===== config.mk =====
export PLATFORM = sky130hd
export DESIGN_NAME = ntt_job_scheduler
export DESIGN_NICKNAME = d
export VERILOG_FILES = /design/src/rtl/ntt_sched_pkg.sv /design/src/rtl/ntt_job_scheduler_rr_arbiter.sv /design/src/rtl/ntt_job_scheduler.sv
export SDC_FILE = /design/constraint.sdc
export NUM_CORES = 1
export LEC_CHECK = 0
export ABC_AREA = 1
export CAP_MARGIN = 20
export CORE_AREA = 3 3 81 83
export DETAILED_ROUTE_END_ITERATION = 16
export DIE_AREA = 0 0 84 86
export HOLD_SLACK_MARGIN = 0.15
export MAX_ROUTING_LAYER = met4
export PLACE_DENSITY = 0.66
export SETUP_SLACK_MARGIN = 0.4
export SYNTH_ARGS = -nofsm -noshare
export SYNTH_HDL_FRONTEND = slang
export SYNTH_HIERARCHICAL = 1
export SYNTH_SLANG_ARGS = --single-unit

===== constraint.sdc =====
create_clock -name clk -period 2.8 [get_ports clk]
set_clock_uncertainty 0.15 [all_clocks]
set_input_delay 0.84 -clock clk [delete_from_list [all_inputs] [get_ports clk]]
set_output_delay 0.84 -clock clk [all_outputs]
set_load 0.005 [all_outputs]

===== src/rtl/ntt_sched_pkg.sv =====
// Shared types and defaults for the NTT/INTT engine job scheduler.
package ntt_sched_pkg;

    typedef enum logic [2:0] {
        ST_IDLE  = 3'd0,
        ST_CFG   = 3'd1,
        ST_START = 3'd2,
        ST_RUN   = 3'd3,
        ST_CPL   = 3'd4
    } sched_state_e;

    localparam int DEF_TIMEOUT = 2047;
    localparam int DEF_BANK_W  = 2;
    localparam int DEF_CNT_W   = 12;

    function automatic int idx_width(input int n);
        return (n > 1) ? $clog2(n) : 1;
    endfunction

endpackage


===== src/rtl/ntt_job_scheduler_rr_arbiter.sv =====
// Round-robin arbiter: combinational search from last_grant+1, pointer advanced by the owner FSM.
module rr_arbiter
    import ntt_sched_pkg::*;
#(
    parameter int NREQ = 2,
    localparam int IDX_W = idx_width(NREQ)
) (
    input  logic             clk,
    input  logic             rst_n,
    input  logic [NREQ-1:0]  req_i,
    input  logic             advance_i,
    output logic [NREQ-1:0]  grant_o,
    output logic [IDX_W-1:0] grant_idx_o,
    output logic             any_o
);

    logic [IDX_W-1:0] last_q;
    logic [IDX_W-1:0] cand;

    // NOTE: every signal written here gets a default first, so no latch is inferred.
    always_comb begin
        grant_o     = '0;
        grant_idx_o = '0;
        any_o       = 1'b0;
        cand        = '0;
        for (int off = 1; off <= NREQ; off++) begin
            cand = IDX_W'((int'(last_q) + off) % NREQ);
            if (!any_o && req_i[cand]) begin
                any_o         = 1'b1;
                grant_idx_o   = cand;
                grant_o[cand] = 1'b1;
            end
        end
    end

    // NOTE: sequential state uses <= so every register samples pre-edge values.
    always_ff @(posedge clk or negedge rst_n) begin
        if (!rst_n) begin
            last_q <= IDX_W'(NREQ - 1);
        end else if (advance_i) begin
            last_q <= grant_idx_o;
        end
    end

endmodule


===== src/rtl/ntt_job_scheduler.sv =====
// Shares one pipelined NTT/INTT engine between NREQ requesters, one job at a time,
// with a watchdog that aborts jobs whose engine done never arrives.
module ntt_job_scheduler
    import ntt_sched_pkg::*;
#(
    parameter int NREQ    = 2,
    parameter int BANK_W  = DEF_BANK_W,
    parameter int TIMEOUT = DEF_TIMEOUT,
    parameter int CNT_W   = DEF_CNT_W
) (
    input  logic                   clk,
    input  logic                   rst_n,
    input  logic [NREQ-1:0]        req_valid,
    output logic [NREQ-1:0]        req_ready,
    input  logic [NREQ-1:0]        req_sel,
    input  logic [NREQ*BANK_W-1:0] req_bank,
    output logic [NREQ-1:0]        cpl_valid,
    output logic                   cpl_err,
    output logic                   eng_read_start,
    output logic                   eng_sel,
    output logic                   eng_start,
    output logic                   eng_compu_working,
    input  logic                   eng_done,
    output logic [BANK_W-1:0]      bank_sel,
    output logic [NREQ-1:0]        bank_owner,
    output logic                   busy,
    output logic                   timeout_err,
    input  logic                   err_clr,
    output logic [15:0]            op_count
);

    localparam int IDX_W = idx_width(NREQ);

    sched_state_e      state_q, state_d;
    logic              sel_q, sel_d;
    logic [BANK_W-1:0] bank_q, bank_d;
    logic [NREQ-1:0]   owner_q, owner_d;
    logic [CNT_W-1:0]  wd_q, wd_d, wd_inc;
    logic              abort_q, abort_d;
    logic              terr_q, terr_d;
    logic [15:0]       ops_q, ops_d;

    logic [NREQ-1:0]   arb_grant;
    logic [IDX_W-1:0]  arb_idx;
    logic              arb_any;
    logic              arb_advance;
    logic              pick_sel;
    logic [BANK_W-1:0] pick_bank;

    rr_arbiter #(.NREQ(NREQ)) u_arb (
        .clk         (clk),
        .rst_n       (rst_n),
        .req_i       (req_valid),
        .advance_i   (arb_advance),
        .grant_o     (arb_grant),
        .grant_idx_o (arb_idx),
        .any_o       (arb_any)
    );

    always_comb begin
        pick_sel  = 1'b0;
        pick_bank = '0;
        for (int i = 0; i < NREQ; i++) begin
            if (arb_idx == IDX_W'(i)) begin
                pick_sel  = req_sel[i];
                pick_bank = req_bank[i*BANK_W +: BANK_W];
            end
        end
    end

    // Saturating watchdog; wd_inc is the RUN-cycle count including the current one.
    assign wd_inc = (wd_q == {CNT_W{1'b1}}) ? wd_q : wd_q + 1'b1;

    always_comb begin
        state_d     = state_q;
        sel_d       = sel_q;
        bank_d      = bank_q;
        owner_d     = owner_q;
        wd_d        = wd_q;
        abort_d     = abort_q;
        terr_d      = err_clr ? 1'b0 : terr_q;
        ops_d       = ops_q;
        arb_advance = 1'b0;
        case (state_q)
            ST_IDLE: begin
                if (arb_any) begin
                    arb_advance = 1'b1;
                    sel_d       = pick_sel;
                    bank_d      = pick_bank;
                    owner_d     = arb_grant;
                    abort_d     = 1'b0;
                    state_d     = ST_CFG;
                end
            end
            ST_CFG:   state_d = ST_START;
            ST_START: begin
                wd_d    = '0;
                state_d = ST_RUN;
            end
            ST_RUN: begin
                wd_d = wd_inc;
                if (eng_done) begin
                    abort_d = 1'b0;
                    state_d = ST_CPL;
                end else if (wd_inc == CNT_W'(TIMEOUT)) begin
                    // A new timeout outranks a simultaneous err_clr.
                    abort_d = 1'b1;
                    terr_d  = 1'b1;
                    state_d = ST_CPL;
                end
            end
            ST_CPL: begin
                if (!abort_q) ops_d = ops_q + 16'd1;
                owner_d = '0;
                state_d = ST_IDLE;
            end
            default: state_d = ST_IDLE;
        endcase
    end

    // NOTE: these are all control/status registers (no storage arrays), so all take the async reset.
    always_ff @(posedge clk or negedge rst_n) begin
        if (!rst_n) begin
            state_q <= ST_IDLE;
            sel_q   <= 1'b0;
            bank_q  <= '0;
            owner_q <= '0;
            wd_q    <= '0;
            abort_q <= 1'b0;
            terr_q  <= 1'b0;
            ops_q   <= '0;
        end else begin
            state_q <= state_d;
            sel_q   <= sel_d;
            bank_q  <= bank_d;
            owner_q <= owner_d;
            wd_q    <= wd_d;
            abort_q <= abort_d;
            terr_q  <= terr_d;
            ops_q   <= ops_d;
        end
    end

    assign req_ready         = (state_q == ST_IDLE) ? arb_grant : '0;
    assign cpl_valid         = (state_q == ST_CPL) ? owner_q : '0;
    assign cpl_err           = (state_q == ST_CPL) && abort_q;
    assign eng_read_start    = (state_q == ST_CFG);
    assign eng_sel           = (state_q == ST_CFG) && sel_q;
    assign eng_start         = (state_q == ST_START);
    assign eng_compu_working = (state_q == ST_START) || (state_q == ST_RUN);
    assign bank_sel          = bank_q;
    assign bank_owner        = owner_q;
    assign busy              = (state_q != ST_IDLE);
    assign timeout_err       = terr_q;
    assign op_count          = ops_q;

endmodule


==> impl_metrics.csv <==
group,metric,value,unit
run_status,status,"finished clean",
cts,cts_made_buffers,5,
cts,htreeDepth,2,
placed_design,placed_area,2900,um2
routing,wire_per_inst,12.1,um
synth,netlist_instances,294,
worst_setup_path,critPathBufInv,3,
placed_design,dp.cells,419,
worst_setup_path,critPathCapture,"busy",
placed_design,gp_congestion,0.933,
placed_design,hpwl,3950,um
layout,layout.cells.non_filler,442,
global_route,antenna_found_initial,0,
floorplanning,die_area,7220,um2
worst_setup_path,path_class,"reg2out",
placed_design,io_buffer_count,42,
cts,clockBufferDepth,2,
global_route,track_usage,15.6,%
floorplanning,die_w,84,um
layout,fin_area,3180,um2
synth,synth-seq-area-share,41.9,%
power_and_ir_drop,p_int,0.00141,W
synth,ys_seq_elements,39,
worst_hold_path,min_path_type,"in2async",
timing,fin_crit_sh,85.2,%
synth,ys.warnings.count,6,
routing,firstDrtPassIters,5,
routing,drc,0,
worst_setup_path,worstPathCellList,"nor2_2, inv_2, nor2_4, inv_2, dlygate4sd2_1",
cts,clk_pin_slew_worst_paths,0.08,ns
worst_setup_path,reg2reg_to,"abort_q",
synth,synthDistinctLibCells,32,
synth,synthesis.area,2330,um2
power_and_ir_drop,p_per_area,707,nW/um2
worst_setup_path,critical_path_depth,5,
power_and_ir_drop,switching_power,0.000837,W
timing,slew_violations,0,
global_route,grt_max_degree,17,
cts,cts_tree,"done",
worst_setup_path,reg2reg_slack,0.62,ns
worst_setup_path,cp-startpoint,"state_q[2]",
cts,root_buffer,"clkbuf_8",
timing,fmax,419,MHz
power_and_ir_drop,p_seq_share,34.4,%
routing,drt_wl_total,5330,um
worst_setup_path,cp_slowest_cell,"dfrtp_2",
timing,hold_violations,0,
layout,area_delta_synth_final,36.3,%
worst_setup_path,slowest_delay,0.45,ns
layout,final_nets,380,
timing,setup_viol,0,
global_route,grt_pass1_wl,8870,um
cts,cts.sinks,39,
global_route,grt_pass1_vias,2046,
worst_setup_path,reg2reg_depth,12,
power_and_ir_drop,combPwrFrac,44.1,%
worst_setup_path,crit_fanout,4,
routing,vias_per_cell,4.80,
worst_setup_path,crit_top_cell,"inv_2",
timing,min_period,2.39,ns
worst_setup_path,r2r_start,"wd_q[1]",
worst_setup_path,cp_top_family,"flip-flops",
synth,syn_avg_cell_area,7.93,um2
worst_setup_path,arrival,1.40,ns
power_and_ir_drop,clkPwrFrac,21.6,%
floorplanning,ioPinCount,43,
cts,clk_latency,0.30,ns
timing,rsz0062_at_grt,"yes",
synth,syn_nets,308,
flow_run,cap_violations,0,
worst_setup_path,cp-end-kind,"primary output",
routing,drtIter0Drc,69,
power_and_ir_drop,switching_share,37.3,%
floorplanning,num_rows,28,
worst_setup_path,worstSetupStartpointType,"flop",
routing,final_antenna_net_count,0,
global_route,grt_overflow_total,0,
floorplanning,initial_utilization,39.4,%
power_and_ir_drop,power.leakage,1.56,nW
layout,drive_above_1_share,25.3,%
worst_setup_path,worstPathRequired,1.81,ns
timing,slew_headroom,72.4,%
routing,vias,2122,
layout,fin_util,53.7,%
floorplanning,die_y,86,um
timing,worstMarginPinSlew,0.414,ns
timing,holdWs,0.297,ns
floorplanning,core_area,5920,um2
power_and_ir_drop,peakVddDrop,0.495,mV
layout,antenna-diode-count,0,
[cell usage in the layout (no fill, tap or decap), types with 6 or more instances in the layout]
master	n
nand3_1	18
inv_1	39
o21ai_0	17
nor2_1	22
xor2_1	12
dfrtp_1	37
clkdlybuf4s50_1	29
nor2_2	8
nor2_4	6
buf_4	25
dlygate4sd2_1	6
inv_2	10
nand2_1	69
nand2_2	9
[power groups by stage]
stage	sequential [W]	combinational (W)	clock [W]
after CTS	0.000766	0.000871	0.000499
after global routing	0.000786	0.00109	0.000515
after floorplan	0.000759	0.000411	0
after detailed placement	0.000768	0.000787	0
after global placement	0.000768	0.000774	0
final	0.000772	0.000990	0.000484
[through the flow]
step / setup TNS, ns / power [W] / setup slack (ns)
2_1_floorplan: 0 / 0.00117 / 0.589
3_3_place_gp: -0.719 / 0.00154 / -0.365
3_5_place_dp: -0.844 / 0.00156 / -0.432
4_1_cts: 0 / 0.00214 / 0.242
5_1_grt: 0 / 0.00239 / 0.373
6_report: 0 / 0.00225 / 0.414
[area by class of cell]
class | count | area (um2)
Fill cell | 530 | 2740
Clock buffer | 5 | 68.8
Sequential cell | 39 | 978
Clock inverter | 3 | 43.8
Multi-Input combinational cell | 203 | 1220
Tap cell | 75 | 93.8
Inverter | 51 | 196
Timing Repair Buffer | 66 | 577
[synthesized netlist by cell type]
cell	count	area [um2]
buf_2	1	5.00
nor2_4	2	22.5
ha_1	2	25.0
nor3b_1	1	7.51
o21a_1	2	15.0
nand3_1	18	90.1
nor2_8	3	60.1
nor3_2	5	50.1
dfrtp_1	38	951
nand2_4	1	11.3
nand3_4	2	35.0
xnor2_1	3	26.3
nor4_4	1	21.3
inv_1	48	180
nand4_1	2	12.5
nor2_1	30	113
inv_2	2	7.51
nor2_2	4	25.0
nand3b_1	2	15.0
nor4_2	1	12.5
nand3_2	2	20.0
nor3_1	4	20.0
o22ai_1	4	25.0
xor2_1	12	105
a21oi_1	5	25.0
o211ai_1	1	7.51
dfstp_2	1	26.3
nand2_2	9	56.3
clkinv_1	1	3.75
nand2_1	69	259
o21ai_0	17	85.1
nand4_2	1	12.5
[what timing repair did]
item / CTS / global route
setup endpoints to repair: 10 / 6
cloned: 0 / 0
setup buffers: 9 / 6
hold buffers: 0 / 0
gates resized for setup: 37 / 24
pin swaps: 6 / 10
[worst min path at each step]
stage,to,cells past startpoint
after global placement,op_count[15],1
final,wd_q[3],1
after global routing,wd_q[5],1
after detailed placement,op_count[15],1
after floorplan,op_count[15],1
after CTS,wd_q[3],1
[flip-flops by register name, summed over array words and instances, names as in the netlist]
signal,cells
timeout_err,1
sel_q,1
wd_q,12
u_arb/last_q,1
abort_q,1
state_q,3
op_count,16
bank_owner,2
bank_sel,2
[cell families (layout without fill, tap and decap cells)]
| kind of cell | Yosys count | after routing | share of synthesized area (%) |
|---|---|---|---|
| AND/OR/NAND/NOR | 157 | 157 | 36.2 |
| adder cells (fa/ha/maj) | 2 | 2 | 1.07 |
| buffers and inverters | 52 | 125 | 8.43 |
| XOR/XNOR | 15 | 15 | 5.64 |
| AO/OA/AOI/OAI | 29 | 29 | 6.76 |
| flip-flops | 39 | 39 | 41.9 |
[per-layer routing]
layer / part of all wire [%] / vias to the layer above / track usage [%]
met2: 51 / 60 / 27.3
met3: 4.4 / 15 / 2.40
met4: 2.3 / 0 / 6.14
met5: 0 / - / -
li1: - / 1061 / -
met1: 42 / 986 / 17.9
(Power assumes the default switching activity.)
